<file path="config.mk">
export PLATFORM = sky130hd
export DESIGN_NAME = awg_key_ctrl
export DESIGN_NICKNAME = d
export VERILOG_FILES = /design/src/rtl/awg_key_ctrl_pkg.sv /design/src/rtl/awg_key_ctrl_key_debounce.sv /design/src/rtl/awg_key_ctrl.sv
export SDC_FILE = /design/constraint.sdc
export NUM_CORES = 1
export LEC_CHECK = 0
export CAP_MARGIN = 20
export CELL_PAD_IN_SITES_DETAIL_PLACEMENT = 0
export CELL_PAD_IN_SITES_GLOBAL_PLACEMENT = 1
export CORE_ASPECT_RATIO = 0.75
export CORE_MARGIN = 3
export CORE_UTILIZATION = 50
export CTS_BUF_LIST = sky130_fd_sc_hd__clkbuf_8
export DETAILED_ROUTE_END_ITERATION = 8
export PLACE_DENSITY = 0.84
export SYNTH_ARGS = -nofsm -noshare
export SYNTH_HDL_FRONTEND = slang
export SYNTH_SLANG_ARGS = --single-unit
</file>
<file path="constraint.sdc">
create_clock -name clk -period 3.6 [get_ports clk]
set_clock_uncertainty 0.15 [all_clocks]
set_input_delay 0.9 -clock clk [delete_from_list [all_inputs] [get_ports clk]]
set_output_delay 0.9 -clock clk [all_outputs]
set_load 0.02 [all_outputs]
</file>
<file path="src/rtl/awg_key_ctrl_pkg.sv">
// Shared codes for the AWG front panel: waveform codes (same as the waveform
// generator), parameter-select codes, key indices and the FSM step helpers.
package awg_key_ctrl_pkg;

  localparam logic [4:0] WAVE_SAW  = 5'd0;
  localparam logic [4:0] WAVE_TRI  = 5'd1;
  localparam logic [4:0] WAVE_SQR  = 5'd2;
  localparam logic [4:0] WAVE_SIN  = 5'd3;
  localparam logic [4:0] WAVE_RAND = 5'd4;
  localparam logic [4:0] WAVE_OFF  = 5'd10;

  typedef enum logic [1:0] {
    SEL_FREQ  = 2'd0,
    SEL_AMP   = 2'd1,
    SEL_PHASE = 2'd2
  } sel_e;

  localparam int NUM_KEYS = 4;
  localparam int KEY_MODE = 0;
  localparam int KEY_SEL  = 1;
  localparam int KEY_UP   = 2;
  localparam int KEY_DOWN = 3;

  // Unreachable codes fall back to saw.
  function automatic logic [4:0] next_wave(input logic [4:0] w);
    case (w)
      WAVE_SAW:  return WAVE_TRI;
      WAVE_TRI:  return WAVE_SQR;
      WAVE_SQR:  return WAVE_SIN;
      WAVE_SIN:  return WAVE_RAND;
      WAVE_RAND: return WAVE_OFF;
      default:   return WAVE_SAW;
    endcase
  endfunction

  function automatic sel_e next_sel(input sel_e s);
    case (s)
      SEL_FREQ: return SEL_AMP;
      SEL_AMP:  return SEL_PHASE;
      default:  return SEL_FREQ;
    endcase
  endfunction

  function automatic logic [7:0] step_sat(input logic [7:0] v, input logic up, input logic dn,
                                          input logic [7:0] lo, input logic [7:0] hi);
    if (up && v < hi) return v + 8'd1;
    if (dn && v > lo) return v - 8'd1;
    return v;
  endfunction

endpackage

</file>
<file path="src/rtl/awg_key_ctrl_key_debounce.sv">
// One push-button: 2-flop sync, level debounce, 1-cycle press pulse and
// optional hold-to-repeat pulses while the debounced level stays pressed.
module key_debounce #(
  parameter int unsigned DB_CYCLES   = 1_000_000,
  parameter int unsigned HOLD_CYCLES = 25_000_000,
  parameter int unsigned RPT_CYCLES  = 5_000_000,
  parameter bit          RPT_EN      = 1'b0
) (
  input  logic clk,
  input  logic rst_n,
  input  logic key_n,
  output logic press
);

  localparam int unsigned CMAX0 = (DB_CYCLES > HOLD_CYCLES) ? DB_CYCLES : HOLD_CYCLES;
  localparam int unsigned CMAX  = (CMAX0 > RPT_CYCLES) ? CMAX0 : RPT_CYCLES;
  localparam int          CW    = $clog2(CMAX + 1);

  logic [1:0]    sync;
  logic          db_n;
  logic [CW-1:0] db_cnt, rpt_cnt;
  logic          rpt_phase;
  logic          mismatch, flip;

  assign mismatch = sync[1] != db_n;
  assign flip     = mismatch && (db_cnt == CW'(DB_CYCLES - 1));

  always_ff @(posedge clk or negedge rst_n) begin
    if (!rst_n) begin
      sync      <= 2'b11;
      db_n      <= 1'b1;
      db_cnt    <= '0;
      rpt_cnt   <= '0;
      rpt_phase <= 1'b0;
      press     <= 1'b0;
    end else begin
      sync  <= {sync[0], key_n};
      press <= 1'b0;
      if (flip) begin
        db_n      <= sync[1];
        db_cnt    <= '0;
        press     <= ~sync[1];
        rpt_cnt   <= '0;
        rpt_phase <= 1'b0;
      end else begin
        db_cnt <= mismatch ? db_cnt + 1'b1 : '0;
        // First repeat waits HOLD_CYCLES from the press, later ones RPT_CYCLES.
        if (RPT_EN && !db_n) begin
          if (rpt_cnt == (rpt_phase ? CW'(RPT_CYCLES - 1) : CW'(HOLD_CYCLES - 1))) begin
            press     <= 1'b1;
            rpt_cnt   <= '0;
            rpt_phase <= 1'b1;
          end else begin
            rpt_cnt <= rpt_cnt + 1'b1;
          end
        end
      end
    end
  end

endmodule

</file>
<file path="src/rtl/awg_key_ctrl.sv">
// Front-panel controller: four debounced keys drive the waveform select,
// the parameter select and saturating freq/amp/phase steps for the AWG.
module awg_key_ctrl
  import awg_key_ctrl_pkg::*;
#(
  parameter int unsigned DB_CYCLES   = 1_000_000,
  parameter int unsigned HOLD_CYCLES = 25_000_000,
  parameter int unsigned RPT_CYCLES  = 5_000_000,
  parameter logic [7:0]  FREQ_DEF    = 8'd10,
  parameter logic [7:0]  FREQ_MIN    = 8'd1,
  parameter logic [7:0]  FREQ_MAX    = 8'd200,
  parameter logic [7:0]  AMP_MAX     = 8'd9,
  parameter logic [7:0]  PHASE_MAX   = 8'd9
) (
  input  logic       clk,
  input  logic       rst_n,
  input  logic       key_mode_n,
  input  logic       key_sel_n,
  input  logic       key_up_n,
  input  logic       key_down_n,
  output logic [4:0] state,
  output logic [7:0] state_freq,
  output logic [7:0] state_amp,
  output logic [7:0] state_phase,
  output logic [1:0] param_sel,
  output logic       upd
);

  logic [NUM_KEYS-1:0] keys_n, press;

  assign keys_n = {key_down_n, key_up_n, key_sel_n, key_mode_n};

  for (genvar i = 0; i < NUM_KEYS; i++) begin : g_key
    key_debounce #(
      .DB_CYCLES  (DB_CYCLES),
      .HOLD_CYCLES(HOLD_CYCLES),
      .RPT_CYCLES (RPT_CYCLES),
      .RPT_EN     (i == KEY_UP || i == KEY_DOWN)
    ) u_key (
      .clk  (clk),
      .rst_n(rst_n),
      .key_n(keys_n[i]),
      .press(press[i])
    );
  end

  logic [4:0] wave_d;
  logic [7:0] freq_d, amp_d, phase_d;
  sel_e       sel_q, sel_d;
  logic       adj_up, adj_dn;

  // Up/down act on the selection held before any simultaneous sel press.
  always_comb begin
    wave_d  = state;
    freq_d  = state_freq;
    amp_d   = state_amp;
    phase_d = state_phase;
    sel_d   = sel_q;
    adj_up  = press[KEY_UP] & ~press[KEY_DOWN];
    adj_dn  = press[KEY_DOWN] & ~press[KEY_UP];
    if (press[KEY_MODE]) wave_d = next_wave(state);
    if (press[KEY_SEL])  sel_d  = next_sel(sel_q);
    case (sel_q)
      SEL_FREQ:  freq_d  = step_sat(state_freq, adj_up, adj_dn, FREQ_MIN, FREQ_MAX);
      SEL_AMP:   amp_d   = step_sat(state_amp, adj_up, adj_dn, 8'd0, AMP_MAX);
      SEL_PHASE: phase_d = step_sat(state_phase, adj_up, adj_dn, 8'd0, PHASE_MAX);
      default: ;
    endcase
  end

  always_ff @(posedge clk or negedge rst_n) begin
    if (!rst_n) begin
      state       <= WAVE_SAW;
      state_freq  <= FREQ_DEF;
      state_amp   <= 8'd0;
      state_phase <= 8'd0;
      sel_q       <= SEL_FREQ;
      upd         <= 1'b0;
    end else begin
      state       <= wave_d;
      state_freq  <= freq_d;
      state_amp   <= amp_d;
      state_phase <= phase_d;
      sel_q       <= sel_d;
      upd         <= (wave_d != state) || (freq_d != state_freq) ||
                     (amp_d != state_amp) || (phase_d != state_phase);
    end
  end

  assign param_sel = sel_q;

endmodule

</file>
## Word-level counts from Yosys, hierarchy flattened

Cells that the tools add are included.

- Shift-type cells: 0
- Multiply operators: 0
- $add $sub $neg: 12
- Bitwise logic cells: 8
- Magnitude comparators: 6
- Equality and inequality tests: 22
- Mux-type cells: 63
- Reductions and logical operators: 19
- Div/mod/pow operators: 0

Operators with widths:

| kind | count |
|---|---|
| $mux W25 | 16 |
| $add A25 B1 Y25 const B | 6 |
| $mux W8 | 15 |
| $eq A25 B20 Y1 const B | 4 |
| $eq A25 B25 Y1 | 2 |
| $mux W1 | 29 |
| $add A8 B1 Y8 const B | 3 |
| $gt A8 B1 Y1 const B | 3 |
| $ne A8 B8 Y1 | 3 |
| $sub A8 B1 Y8 const B | 3 |
| $pmux W4 S5 | 1 |
| $lt A8 B4 Y1 const B | 2 |
| $eq A5 B2 Y1 const B | 2 |
| $logic_and A1 B1 Y1 | 10 |
| $lt A8 B8 Y1 const B | 1 |
| $not A1 Y1 | 6 |
| $eq A5 B1 Y1 const B | 1 |
| $eq A5 B3 Y1 const B | 1 |
| $logic_not A5 Y1 | 1 |
| $mux W5 | 1 |
| $ne A5 B5 Y1 | 1 |
| $ne A1 B1 Y1 | 4 |
| $ne A2 B2 Y1 const B | 2 |
| $pmux W2 S2 | 1 |
| 7 further kinds | 12 |

- ROM bits: 0
- Flip-flop bits (word level): 200
- Logic and storage cells: 156
- Output and inout bits: 32
- Latch bits: 0
- Memories: 0
- RAM bits: 0
- Bits of input ports: 6

## Logic depth before layout (Yosys ltp)

Gate-level depths: netlist (run 1).

- Depth in word-level cells: 14
- Mapped depth: 9
- Mapped depth without buffers: 7

## Modules after synthesis

From an unflattened synthesis (run 1), not the netlist that was laid out.

- Cells, all modules: 1084
- Area total of the unflattened synthesis: 10588.9 sq um

Modules (own cells, without submodules):

| module | seq. area each (sq um) | cells an instance | area an instance (sq um) | times used |
|---|---|---|---|---|
| key_debounce at g_key[2].u_key ... | 1380.1 | 302 | 2854.0 | 2 |
| key_debounce at g_key[0].u_key ... | 729.4 | 140 | 1465.2 | 2 |
| awg_key_ctrl | 803.3 | 200 | 1950.6 | 1 |

## Worst setup path before layout (run 1)

Ideal clock, no wire load.

- Kind: flip-flop to flip-flop
- Start point: reg state_phase[1]
- End point: reg state_phase[7]
- Slack: 1035 ps
- Library setup time: 125 ps
- Cell stages (with the launch flop): 8
- Clock period less this slack: 2565 ps
- Buffers on the path: 0
- Data required time: 3325 ps
- Arrival time: 2291 ps
- Cells stage by stage: dfrtp_1 -> inv_1 -> ha_1 -> nand2b_1 -> a2111oi_1 -> o21ai_1 -> nor4_1 -> mux2_2

- Longest elaborated chain between the ends: 8
- Elaborated cells on any way between the ends: 16
- Classes of those cells: add/sub (2); order compare (2); mux (10); reduce/logical (2)

Ends and longest elaborated chain:

| item | line | RTL |
|---|---|---|
| start: declaration | awg_key_ctrl.sv:24 | `output logic [7:0] state_phase,` |
| start signal: assignment | awg_key_ctrl.sv:83 | `state_phase <= phase_d;` |
| $gt A8 B1 Y1 | awg_key_ctrl_pkg.sv:47 | `if (dn && v > lo) return v - 8'd1;` |
| $logic_and A1 B1 Y1 | awg_key_ctrl_pkg.sv:47 |  |
| $mux W1 (2 in a row) | awg_key_ctrl_pkg.sv:47 |  |
| $mux W1 | awg_key_ctrl.sv:63 | `case (sel_q)` |
| $mux W8 | awg_key_ctrl_pkg.sv:48 | `return v;` |
| $mux W8 * | awg_key_ctrl_pkg.sv:47 |  |
| $mux W8 * | awg_key_ctrl.sv:63 |  |
| via phase_d[7] | awg_key_ctrl.sv:48 | `logic [7:0] freq_d, amp_d, phase_d;` |

Mark *: on every way through the listed nets, which the timed path passes. The rest lies on a longest branch. The select of a mux whose other input is x is not followed.
A chain may end at the register's enable or synchronous reset.

## Worst setup path in the final report (run 1)

- Start point: reg g_key[2].u_key.rpt_cnt[7]
- End point: reg g_key[2].u_key.rpt_cnt[12]

- Longest elaborated chain between the ends: 4
- Elaborated cells on any way between the ends: 5
- Classes of those cells: add/sub (1); eq/ne (1); mux (3)

Ends and longest elaborated chain:

| item | line | RTL |
|---|---|---|
| start: declaration | awg_key_ctrl_key_debounce.sv:21 | `logic [CW-1:0] db_cnt, rpt_cnt;` |
| start signal: assignment | awg_key_ctrl_key_debounce.sv:54 | `rpt_cnt <= rpt_cnt + 1'b1;` |
| $add A25 B1 Y25 / $eq A25 B25 Y1 (equally long branches) | awg_key_ctrl_key_debounce.sv:54, awg_key_ctrl_key_debounce.sv:49 |  |
| $mux W25 * | awg_key_ctrl_key_debounce.sv:49 | `if (rpt_cnt == (rpt_phase ? CW'(RPT_CYCLES - 1) : CW'(HOLD_CYCLES - 1))) begin` |
| $mux W25 * | awg_key_ctrl_key_debounce.sv:48 | `if (RPT_EN && !db_n) begin` |
| $mux W25 * | awg_key_ctrl_key_debounce.sv:39 | `if (flip) begin` |

Every way passes the cells marked *; elsewhere a longest branch is shown, timed or not. The select of a mux whose other input is x is not followed.

==> results of run 1 <==
[critical path: cells and delay by family (launching register included)]
family | cells | cell delay, ps
and+or+nand+nor | 2 | 1010
AOI/OAI and AO/OA | 3 | 1180
DFF | 1 | 480
[flip-flops by register name, indices dropped and copies added, names as in the netlist]
name,flops
g_key.u_key.sync,8
g_key.u_key.press,4
upd,1
state_freq,8
g_key.u_key.db_n,4
g_key.u_key.db_cnt,100
state,5
param_sel,2
g_key.u_key.rpt_cnt,50
state_amp,8
state_phase,8
g_key.u_key.rpt_phase,2
[area by class of cell]
class                   count  share of cell area, %
flip-flops and latches    200                  44.04
clock inverters            15                  1.262
inverters                  38                  1.251
repair buffers             49                  4.400
clock buffers              17                  2.052
well taps                 253                  2.776
multi-input cells         810                  44.22
[metal layers]
layer  GRT usage [%]  wire (um)  up-vias
li1                -          -     3970
met1           32.47      11770     3895
met2           28.85       8965      111
met3           3.699        652       11
met4           4.458        167        0
met5               0          0        -
[cells in the final DEF, fill, tap and decap left out, drive strengths merged, types with 6 or more instances in the layout]
| cell | netlist | final |
|---|---|---|
| ha | 14 | 14 |
| nand3 | 59 | 59 |
| a21oi | 52 | 52 |
| dfstp | 14 | 14 |
| and4 | 17 | 17 |
| dfrtp | 186 | 186 |
| and2 | 9 | 9 |
| nand4 | 44 | 44 |
| o21ai | 19 | 19 |
| xnor2 | 67 | 67 |
| buf | 6 | 12 |
| xor2 | 48 | 48 |
| or4 | 36 | 36 |
| nor2 | 141 | 141 |
| nor3 | 35 | 35 |
| a31oi | 13 | 13 |
| and3 | 14 | 14 |
| clkdlybuf4s50 | 0 | 36 |
| nand2b | 8 | 8 |
| nand2 | 75 | 75 |
| nor4 | 33 | 33 |
| nor2b | 6 | 6 |
| nor4b | 8 | 8 |
| clkbuf | 33 | 18 |
| o31ai | 26 | 26 |
| mux2 | 8 | 8 |
| or3 | 18 | 18 |
| inv | 38 | 46 |
[power groups by stage]
stage | combinational (uW) | clock, uW | sequential, uW
after floorplan | 37.2 | 0 | 2320
after global placement | 106 | 0 | 2320
after detailed placement | 108 | 0 | 2320
after CTS | 108 | 1480 | 2280
after global routing | 120 | 1580 | 2290
final | 102 | 1430 | 2280
[worst min path at each step]
stage                             end  slack [ps]  cells past startpoint
3_3_place_gp   g_key[2].u_key.sync[1]         200                      0
6_report       g_key[1].u_key.sync[1]         210                      0
3_5_place_dp   g_key[1].u_key.sync[1]         200                      0
5_1_grt        g_key[1].u_key.sync[1]         200                      0
2_1_floorplan  g_key[0].u_key.sync[1]         200                      0
4_1_cts        g_key[1].u_key.sync[1]         200                      0
[per-stage QoR]
stage                     instance area (um2)  cells
after floorplan                         10370   1087
after global placement                  11030   1350
after detailed placement                11030   1350
after CTS                               11400   1382
after global routing                    11400   1382
final                                   11400   1382
[cell families after synthesis]
| kind of cell | after synthesis | share of synthesized area [%] |
|---|---|---|
| AND/OR/NAND/NOR | 524 | 26.81 |
| flip-flops | 200 | 48.45 |
| AO/OA/AOI/OAI | 145 | 9.053 |
| XOR/XNOR | 115 | 9.716 |
| buffers and inverters | 77 | 3.030 |
| adder cells (fa/ha/maj) | 14 | 1.690 |
| multiplexers | 12 | 1.255 |
==> impl_metrics.py, run 1 <==
metrics = {
    "critical_path": {
        "reg2reg_from": "g_key[2].u_key.rpt_cnt[7]",
        "required_ps": 3800,
        "cp.arrival_ps": 3160,
        "cp_max_fo": 16,
        "slowest_delay_ps": 590,
        "worst-r2r-cell-count": 5,
        "reg2reg_slack_ps": 640,
        "setup.worst_path.start_class": "flip-flop",
        "cp_common_cell": "or4_1",
        "cp-startpoint": "g_key[2].u_key.rpt_cnt[7]",
        "r2r_end": "g_key[2].u_key.rpt_cnt[12]",
        "crit_type": "flip-flop to flip-flop",
        "path_cells": "or4_1, or4_1, a2111o_1, o21ai_4, a21oi_1",
        "cp-endpoint": "g_key[2].u_key.rpt_cnt[12]",
        "endpoint_kind": "flip-flop",
        "crit_path_top_delay_cell": "a2111o_1",
    },
    "power_and_ir_drop": {
        "p_sw_uw": 961.6,
        "internal_power_uw": 2857,
        "ir_worst_vdd_mv": 0.2237,
        "power_frac_clock_pct": 37.6,
        "p_per_area_nw_per_um2": 334.9,
        "p_comb_share_pct": 2.7,
        "pwr-share-seq_pct": 59.8,
        "switching_share_pct": 25.18,
        "finalPower_uw": 3819,
        "leakagePower_uw": 0.004594,
    },
    "sta": {
        "relSlewSlack_pct": 44.27,
        "final-hold-violation-count": 0,
        "timing.final.ws_setup_ps": 640.0,
        "holdWs_ps": 205.3,
        "finalSetupViolCount": 0,
        "tightest_slew_ps": 834.0,
        "slew_violations": 0,
        "fin_crit_ps": 2960,
        "grt_setup_unrepaired": "false",
        "tns_ps": 0,
        "max_freq_mhz": 337.8,
        "min_period_over_period_pct": 82.22,
    },
    "clock_network": {
        "clkSinkCount": 200,
        "cts_buffers": 17,
        "clk_latency_ps": 480,
        "htree_levels": 4,
        "cts_setup_buffers": 0,
        "cts_hold_buffers": 0,
        "cts_tree": "built",
        "ctsResizeCount": 0,
        "cts-root-buf": "clkbuf_8",
        "cts.clk_slew.worst_paths_ps": 110,
        "cts.path.max_buffers": 2,
    },
    "yosys": {
        "yosysMostFrequentCell": "dfrtp_1",
        "yosys_most_used_dff": "dfrtp_1",
        "synth_nets": 1107,
        "synth_area_um2": 10370,
        "syn_inst": 1087,
        "synthArstFlopShare_pct": 100.0,
        "post_synth.cell_area_avg_um2": 9.537,
        "synth.ff_latch_count": 200,
        "synth-warning-count": 0,
        "synthDominantCellAreaShare_pct": 44.90,
        "synth_area_leaders": "dfrtp_1 45%, xnor2_1 5.7%, nor2_1 5.1%, xor2_1 4.1%, dfstp_2 3.5%",
        "synth_edf_count": 0,
        "yosys.cell_types.count": 60,
        "synth_seq_area_share_pct": 48.45,
        "yosysTopAreaCell": "dfrtp_1",
        "ys_top_cells_by_count": "186 x dfrtp_1, 140 x nor2_1, 75 x nand2_1",
    },
    "detailed_routing": {
        "vias": 7987,
        "drc_errors": 0,
        "drt_iter0_markers": 632,
        "wl_mm": 21.56,
        "drt-pass1-iter-count": 5,
        "wl_per_cell_um": 15.60,
        "ant_nets": 0,
        "avgViaCountPerCell": 5.779,
    },
    "place": {
        "place_congestion": 0.8222,
        "place_ws_ps": 680.4,
        "hpwl_mm": 14.55,
        "io_buffers": 37,
    },
    "final_layout": {
        "nNetsFinal": 1136,
        "n_antenna_cell": 0,
        "seqCellArea_um2": 5022,
        "fillCellCount": 1771,
        "finish.utilization_pct": 57.54,
        "drive_gt1_share_pct": 7.352,
        "multi_input_area_um2": 5042,
        "syn2layout_area_growth_pct": 10.01,
    },
    "floorplan": {
        "die_x_um": 172.3,
        "die_area_um2": 22510,
        "core_area_um2": 19820,
        "initial_core_util_pct": 52.30,
        "die_h_um": 130.7,
        "rows": 44,
        "ios": 38,
    },
    "min_path": {
        "worstHoldStart": "g_key[1].u_key.sync[0]",
        "hp-class": "flip-flop to flip-flop",
    },
    "run_status": {
        "status": "finished clean",
    },
    "global_routing": {
        "grt_pass1_vias": 7447,
        "grt_pass1_wl_mm": 37.45,
        "grt_max_degree": 88,
        "overflow": 0,
        "grt_use_total_pct": 20.37,
        "grt_antenna_before_repair": 0,
    },
    "job": {
        "maxCapViolations": 0,
    },
}
Note: power is estimated with default switching activity, not from simulation.
==> inputs of run 2 (changes only) <==
==> constraint.sdc (replaced) <==
create_clock -name clk -period 2.9 [get_ports clk]
set_clock_uncertainty 0.15 [all_clocks]
set_input_delay 0.725 -clock clk [delete_from_list [all_inputs] [get_ports clk]]
set_output_delay 0.725 -clock clk [all_outputs]
set_load 0.02 [all_outputs]
==> run 2 against run 1 <==
  * Routed wire length rose by 0.52%
  * Combinational power increased by 30%
  * Via count increased by 1.2%
  * Final cell count up 1.1%
  * Register-to-register slack lost 380 ps
  * Critical path type unchanged
  * Largest cell class unchanged
==> impl_metrics.py, run 2 (synthesis results as in run 1) <==
metrics = {
    "run_status": {
        "status": "finished clean",
    },
    "critical_path": {
        "path_buf_inv": 0,
        "cp_common_cell": "or4_1",
        "critPathTopFamily": "simple AND/OR/NAND/NOR gates",
        "crit_path_top_delay_cell": "or4_1",
        "cp_max_fo": 15,
        "crit_type": "flip-flop to flip-flop",
        "endpoint_kind": "flip-flop",
        "reg2reg_slack_ps": 260,
        "cp.arrival_ps": 2830,
        "path_cells": "or4_1, or4_1, a2111o_1, o21ai_4, a21oi_1",
        "setup.worst_path.start_class": "flip-flop",
        "slowest_delay_ps": 510,
        "required_ps": 3090,
    },
    "power_and_ir_drop": {
        "ir_worst_vdd_mv": 0.2671,
        "finalPower_uw": 4746,
        "leakagePower_uw": 0.004676,
        "p_per_area_nw_per_um2": 411.6,
    },
    "final_layout": {
        "largest-register": "g_key.u_key.db_cnt",
        "final_cells": 1397,
        "largest_register_ffs": 100,
        "layout_common_cells": "186 x dfrtp_1, 140 x nor2_1, 75 x nand2_1, 67 x xnor2_1, 59 x nand3_1",
        "top_regs": "g_key.u_key.db_cnt x100, g_key.u_key.rpt_cnt x50",
        "finish.utilization_pct": 58.18,
        "final_common_cell": "dfrtp_1",
        "nNetsFinal": 1151,
        "n_antenna_cell": 0,
        "drive_gt1_share_pct": 8.479,
        "syn2layout_area_growth_pct": 11.24,
    },
    "floorplan": {
        "initial_core_util_pct": 52.30,
        "die_area_um2": 22510,
        "ios": 38,
        "rows": 44,
        "die_x_um": 172.3,
        "core_area_um2": 19820,
        "die_h_um": 130.7,
    },
    "clock_network": {
        "cts.clk_slew.worst_paths_ps": 100,
        "cts.path.max_buffers": 2,
        "cts_tree": "built",
        "cts-root-buf": "clkbuf_8",
        "cts_setup_buffers": 0,
        "clk_latency_ps": 470,
        "cts_buffers": 17,
        "htree_levels": 4,
        "ctsResizeCount": 0,
        "cts_hold_buffers": 0,
        "clkSinkCount": 200,
    },
    "job": {
        "maxCapViolations": 0,
    },
    "sta": {
        "tightest_slew_ps": 1011,
        "finalSetupViolCount": 0,
        "slew_violations": 0,
        "max_freq_mhz": 378.8,
        "fin_crit_ps": 2640,
        "final-hold-violation-count": 0,
        "grt_setup_unrepaired": "false",
        "min_period_over_period_pct": 91.04,
        "relSlewSlack_pct": 32.59,
        "tns_ps": 0,
    },
    "detailed_routing": {
        "ant_nets": 0,
        "vias": 8085,
        "dr_wl_met2_mm": 8.911,
        "routed.top_layer": "met4",
        "avgViaCountPerCell": 5.787,
        "drt-pass1-iter-count": 4,
        "drc_errors": 0,
        "wl_per_cell_um": 15.51,
        "wl_met3_um": 782,
        "wl_mm": 21.67,
        "met1_length_mm": 11.82,
        "drt_iter0_markers": 648,
    },
    "global_routing": {
        "grt_use_total_pct": 20.01,
        "overflow": 0,
        "grt_pass1_wl_mm": 36.76,
        "grt_max_degree": 61,
        "grt_antenna_before_repair": 0,
        "grt_pass1_vias": 7319,
    },
    "place": {
        "io_buffers": 37,
        "hpwl_mm": 15.07,
        "place_congestion": 0.8229,
        "dp_cells": 1365,
    },
    "min_path": {
        "hp-class": "input pin to asynchronous set/reset pin",
    },
}
==> run 2: cell types whose count changed in the layout (fill, tap and decap cells not counted), sizes merged <==
| cell | delta |
|---|---|
| clkinv | -1 |
| inv | -2 |
| clkbuf | +3 |
| buf | +15 |
==> run 2: final cells by class <==
cell class              instances  area (um2)
flip-flops and latches        200        5022
clock inverters                12       117.6
multi-input cells             810        5042
clock buffers                  20       275.3
inverters                      38       142.6
repair buffers                 64       614.3
well taps                     253       316.6
fillers                      1734        8288
==> run 2: worst paths after layout <==
path,from,endpoint,depth (start not counted)
worst min register to register,g_key[0].u_key.sync[0],g_key[0].u_key.sync[1],0
worst max-delay path,g_key[2].u_key.rpt_cnt[7],g_key[2].u_key.rpt_cnt[12],5
min in group clk,g_key[0].u_key.sync[0],g_key[0].u_key.sync[1],0
max in group asynchronous,rst_n,state_freq[3],2
worst max register to register,g_key[2].u_key.rpt_cnt[7],g_key[2].u_key.rpt_cnt[12],5
worst min-delay path,rst_n,state_amp[6],1
==> run 2: metal layers <==
metal  vias up  GRT usage (%)
li1       4030              -
met1      3905          32.45
met2       134          27.65
met3        16          3.639
met4         0          4.599
met5         -              0
==> run 2: stage by stage <==
step           instance area [um2]  setup WS [ps]  hold slack (ps)
3_5_place_dp                 11140          272.0            196.8
4_1_cts                      11530          259.7            67.94
6_report                     11530          260.0            73.88
3_3_place_gp                 11140          306.6            196.3
2_1_floorplan                10370          334.7            195.2
5_1_grt                      11530          134.2            77.86
==> run 2: where the power goes <==
part           total (uW)  switching [uW]  internal (uW)
Clock                1780            1020            763
Sequential           2830            20.9           2810
Combinational         133            95.8           36.8
Total                4750            1140           3610
==> inputs of run 3 (changes only) <==
==> constraint.sdc (replaced) <==
create_clock -name clk -period 2.9 [get_ports clk]
set_clock_uncertainty 0.15 [all_clocks]
set_input_delay 0.29 -clock clk [delete_from_list [all_inputs] [get_ports clk]]
set_output_delay 0.29 -clock clk [all_outputs]
set_load 0.02 [all_outputs]
==> run 3 against run 2 <==
  * Non-clock buffer count increased by 3
  * First-iteration DRC count fell by 1.4%
  * Die area unchanged
  * Utilization down 0.057 points
  * Fmax fell by 0.53%
  * Power fell by 1.2%
  * Register-to-register slack hardly changed
  * Highest routed layer unchanged
==> impl_metrics.py, run 3 (synthesis results as in run 1) <==
metrics = {
    "run_status": {
        "status": "finished clean",
    },
    "power_and_ir_drop": {
        "pwr-share-seq_pct": 60.4,
        "switching_share_pct": 24.13,
        "p_sw_uw": 1131,
        "p_per_area_nw_per_um2": 406.9,
        "leakagePower_uw": 0.004679,
        "p_comb_share_pct": 2.8,
        "power_frac_clock_pct": 36.8,
        "internal_power_uw": 3556,
        "ir_worst_vdd_mv": 0.3126,
    },
    "place": {
        "place_congestion": 0.8304,
        "io_buffers": 37,
        "hpwl_mm": 15.23,
    },
    "sta": {
        "relSlewSlack_pct": 48.68,
        "tightest_slew_ps": 769.8,
        "slew_violations": 0,
        "finalSetupViolCount": 0,
        "final-hold-violation-count": 0,
        "tns_ps": 0,
        "grt_setup_unrepaired": "false",
        "min_period_over_period_pct": 91.53,
        "max_freq_mhz": 376.8,
        "fin_crit_ps": 2654,
    },
    "clock_network": {
        "cts-root-buf": "clkbuf_8",
        "cts_hold_buffers": 1,
        "htree_levels": 4,
        "cts_setup_buffers": 0,
        "cts.clk_slew.worst_paths_ps": 110,
        "clk_latency_ps": 480,
        "ctsResizeCount": 0,
        "clkSinkCount": 200,
        "cts_tree": "built",
        "cts_buffers": 17,
        "cts.path.max_buffers": 2,
    },
    "critical_path": {
        "r2r_end": "g_key[2].u_key.rpt_cnt[9]",
        "reg2reg_slack_ps": 250,
        "critPathTopFamily": "simple AND/OR/NAND/NOR gates",
        "cp_common_cell": "or4_1",
        "worst-r2r-cell-count": 5,
        "slowest_delay_ps": 520,
        "crit_path_top_delay_cell": "or4_1",
        "crit_type": "flip-flop to flip-flop",
        "cp.arrival_ps": 2850,
        "path_buf_inv": 0,
        "path_cells": "or4_1, or4_1, a2111o_1, o21ai_4, a21oi_1",
        "required_ps": 3100,
        "reg2reg_from": "g_key[2].u_key.rpt_cnt[7]",
        "setup.worst_path.start_class": "flip-flop",
        "cp_max_fo": 15,
        "endpoint_kind": "flip-flop",
    },
    "floorplan": {
        "die_h_um": 130.7,
        "core_area_um2": 19820,
        "initial_core_util_pct": 52.30,
        "rows": 44,
        "die_x_um": 172.3,
        "ios": 38,
        "die_area_um2": 22510,
    },
    "final_layout": {
        "n_antenna_cell": 0,
        "layout_common_cells": "186 x dfrtp_1, 140 x nor2_1, 75 x nand2_1, 67 x xnor2_1, 59 x nand3_1",
        "syn2layout_area_growth_pct": 11.13,
        "largest_register_ffs": 100,
        "largest-register": "g_key.u_key.db_cnt",
        "finish.utilization_pct": 58.13,
        "top_regs": "g_key.u_key.db_cnt x100, g_key.u_key.rpt_cnt x50",
        "drive_gt1_share_pct": 8.631,
        "nNetsFinal": 1154,
        "fillCellCount": 1726,
        "final_common_cell": "dfrtp_1",
    },
    "detailed_routing": {
        "ant_nets": 0,
        "drc_errors": 0,
        "wl_per_cell_um": 15.63,
        "drt_iter0_markers": 639,
        "drt-pass1-iter-count": 5,
        "vias": 8082,
        "wl_mm": 21.88,
        "avgViaCountPerCell": 5.773,
    },
    "min_path": {
        "min_path_cells": 1,
        "worstHoldStart": "key_down_n",
        "whs_endpoint": "g_key[3].u_key.sync[0]",
        "hp-class": "input pin to flip-flop",
    },
    "global_routing": {
        "grt_max_degree": 73,
        "grt_pass1_vias": 7423,
        "grt_use_total_pct": 20.37,
        "grt_pass1_wl_mm": 37.45,
        "grt_antenna_before_repair": 0,
        "overflow": 0,
    },
    "job": {
        "maxCapViolations": 0,
    },
}
==> run 3: cell count changes in the layout (fill, tap and decap cells not counted), sizes merged <==
cell,before,now
buf,27,29
clkbuf,21,19
clkinv,2,5
clkinvlp,3,2
dlygate4sd3,0,1
==> run 3: layout make-up <==
cell class / count / area, um2 / area share, %
clock buffer: 18 / 247.7 / 2.151
timing repair buffer: 67 / 621.8 / 5.398
inverter: 38 / 142.6 / 1.238
sequential: 200 / 5022 / 43.60
clock inverter: 14 / 126.4 / 1.097
tap: 253 / 316.6 / 2.748
multi-input combinational: 810 / 5042 / 43.77
==> run 3: worst max path at each step <==
stage	end	slack, ps	start	cells past startpoint
2_1_floorplan	state_phase[7]	330	state_phase[1]	7
3_3_place_gp	g_key[2].u_key.rpt_cnt[18]	300	g_key[2].u_key.rpt_cnt[7]	5
3_5_place_dp	g_key[2].u_key.rpt_cnt[9]	260	g_key[2].u_key.rpt_cnt[7]	5
4_1_cts	g_key[2].u_key.rpt_cnt[9]	240	g_key[2].u_key.rpt_cnt[7]	5
5_1_grt	g_key[2].u_key.rpt_cnt[9]	90	g_key[2].u_key.rpt_cnt[7]	5
6_report	g_key[2].u_key.rpt_cnt[9]	250	g_key[2].u_key.rpt_cnt[7]	5
==> run 3: metrics by stage <==
stage	hold WS [ps]	total power, uW	cell area, um2	setup WS [ps]	std cells
floorplan	-155.6	2927	10370	334.7	1087
global placement	193.1	3021	11120	303.7	1366
detailed placement	191.9	3021	11120	263.2	1366
CTS	24.11	4761	11500	238.0	1399
global route	12.44	4894	11520	93.93	1400
finish	54.95	4687	11520	245.8	1400
==> run 3: metal layers <==
| metal | GRT usage [%] | up-vias | part of all wire (%) |
|---|---|---|---|
| met4 | 4.880 | 0 | 1.1 |
| met1 | 32.38 | 3899 | 55 |
| met3 | 3.729 | 20 | 3.7 |
| met2 | 28.76 | 152 | 41 |
| met5 | 0 | - | 0 |
| li1 | - | 4011 | - |
==> run 3: power groups by stage <==
stage                     logic [uW]  clock network (uW)  registers [uW]
after floorplan                 46.2                   0            2880
after global placement           135                   0            2890
after detailed placement         135                   0            2890
after CTS                        136                1790            2830
after global routing             151                1910            2840
final                            129                1730            2830
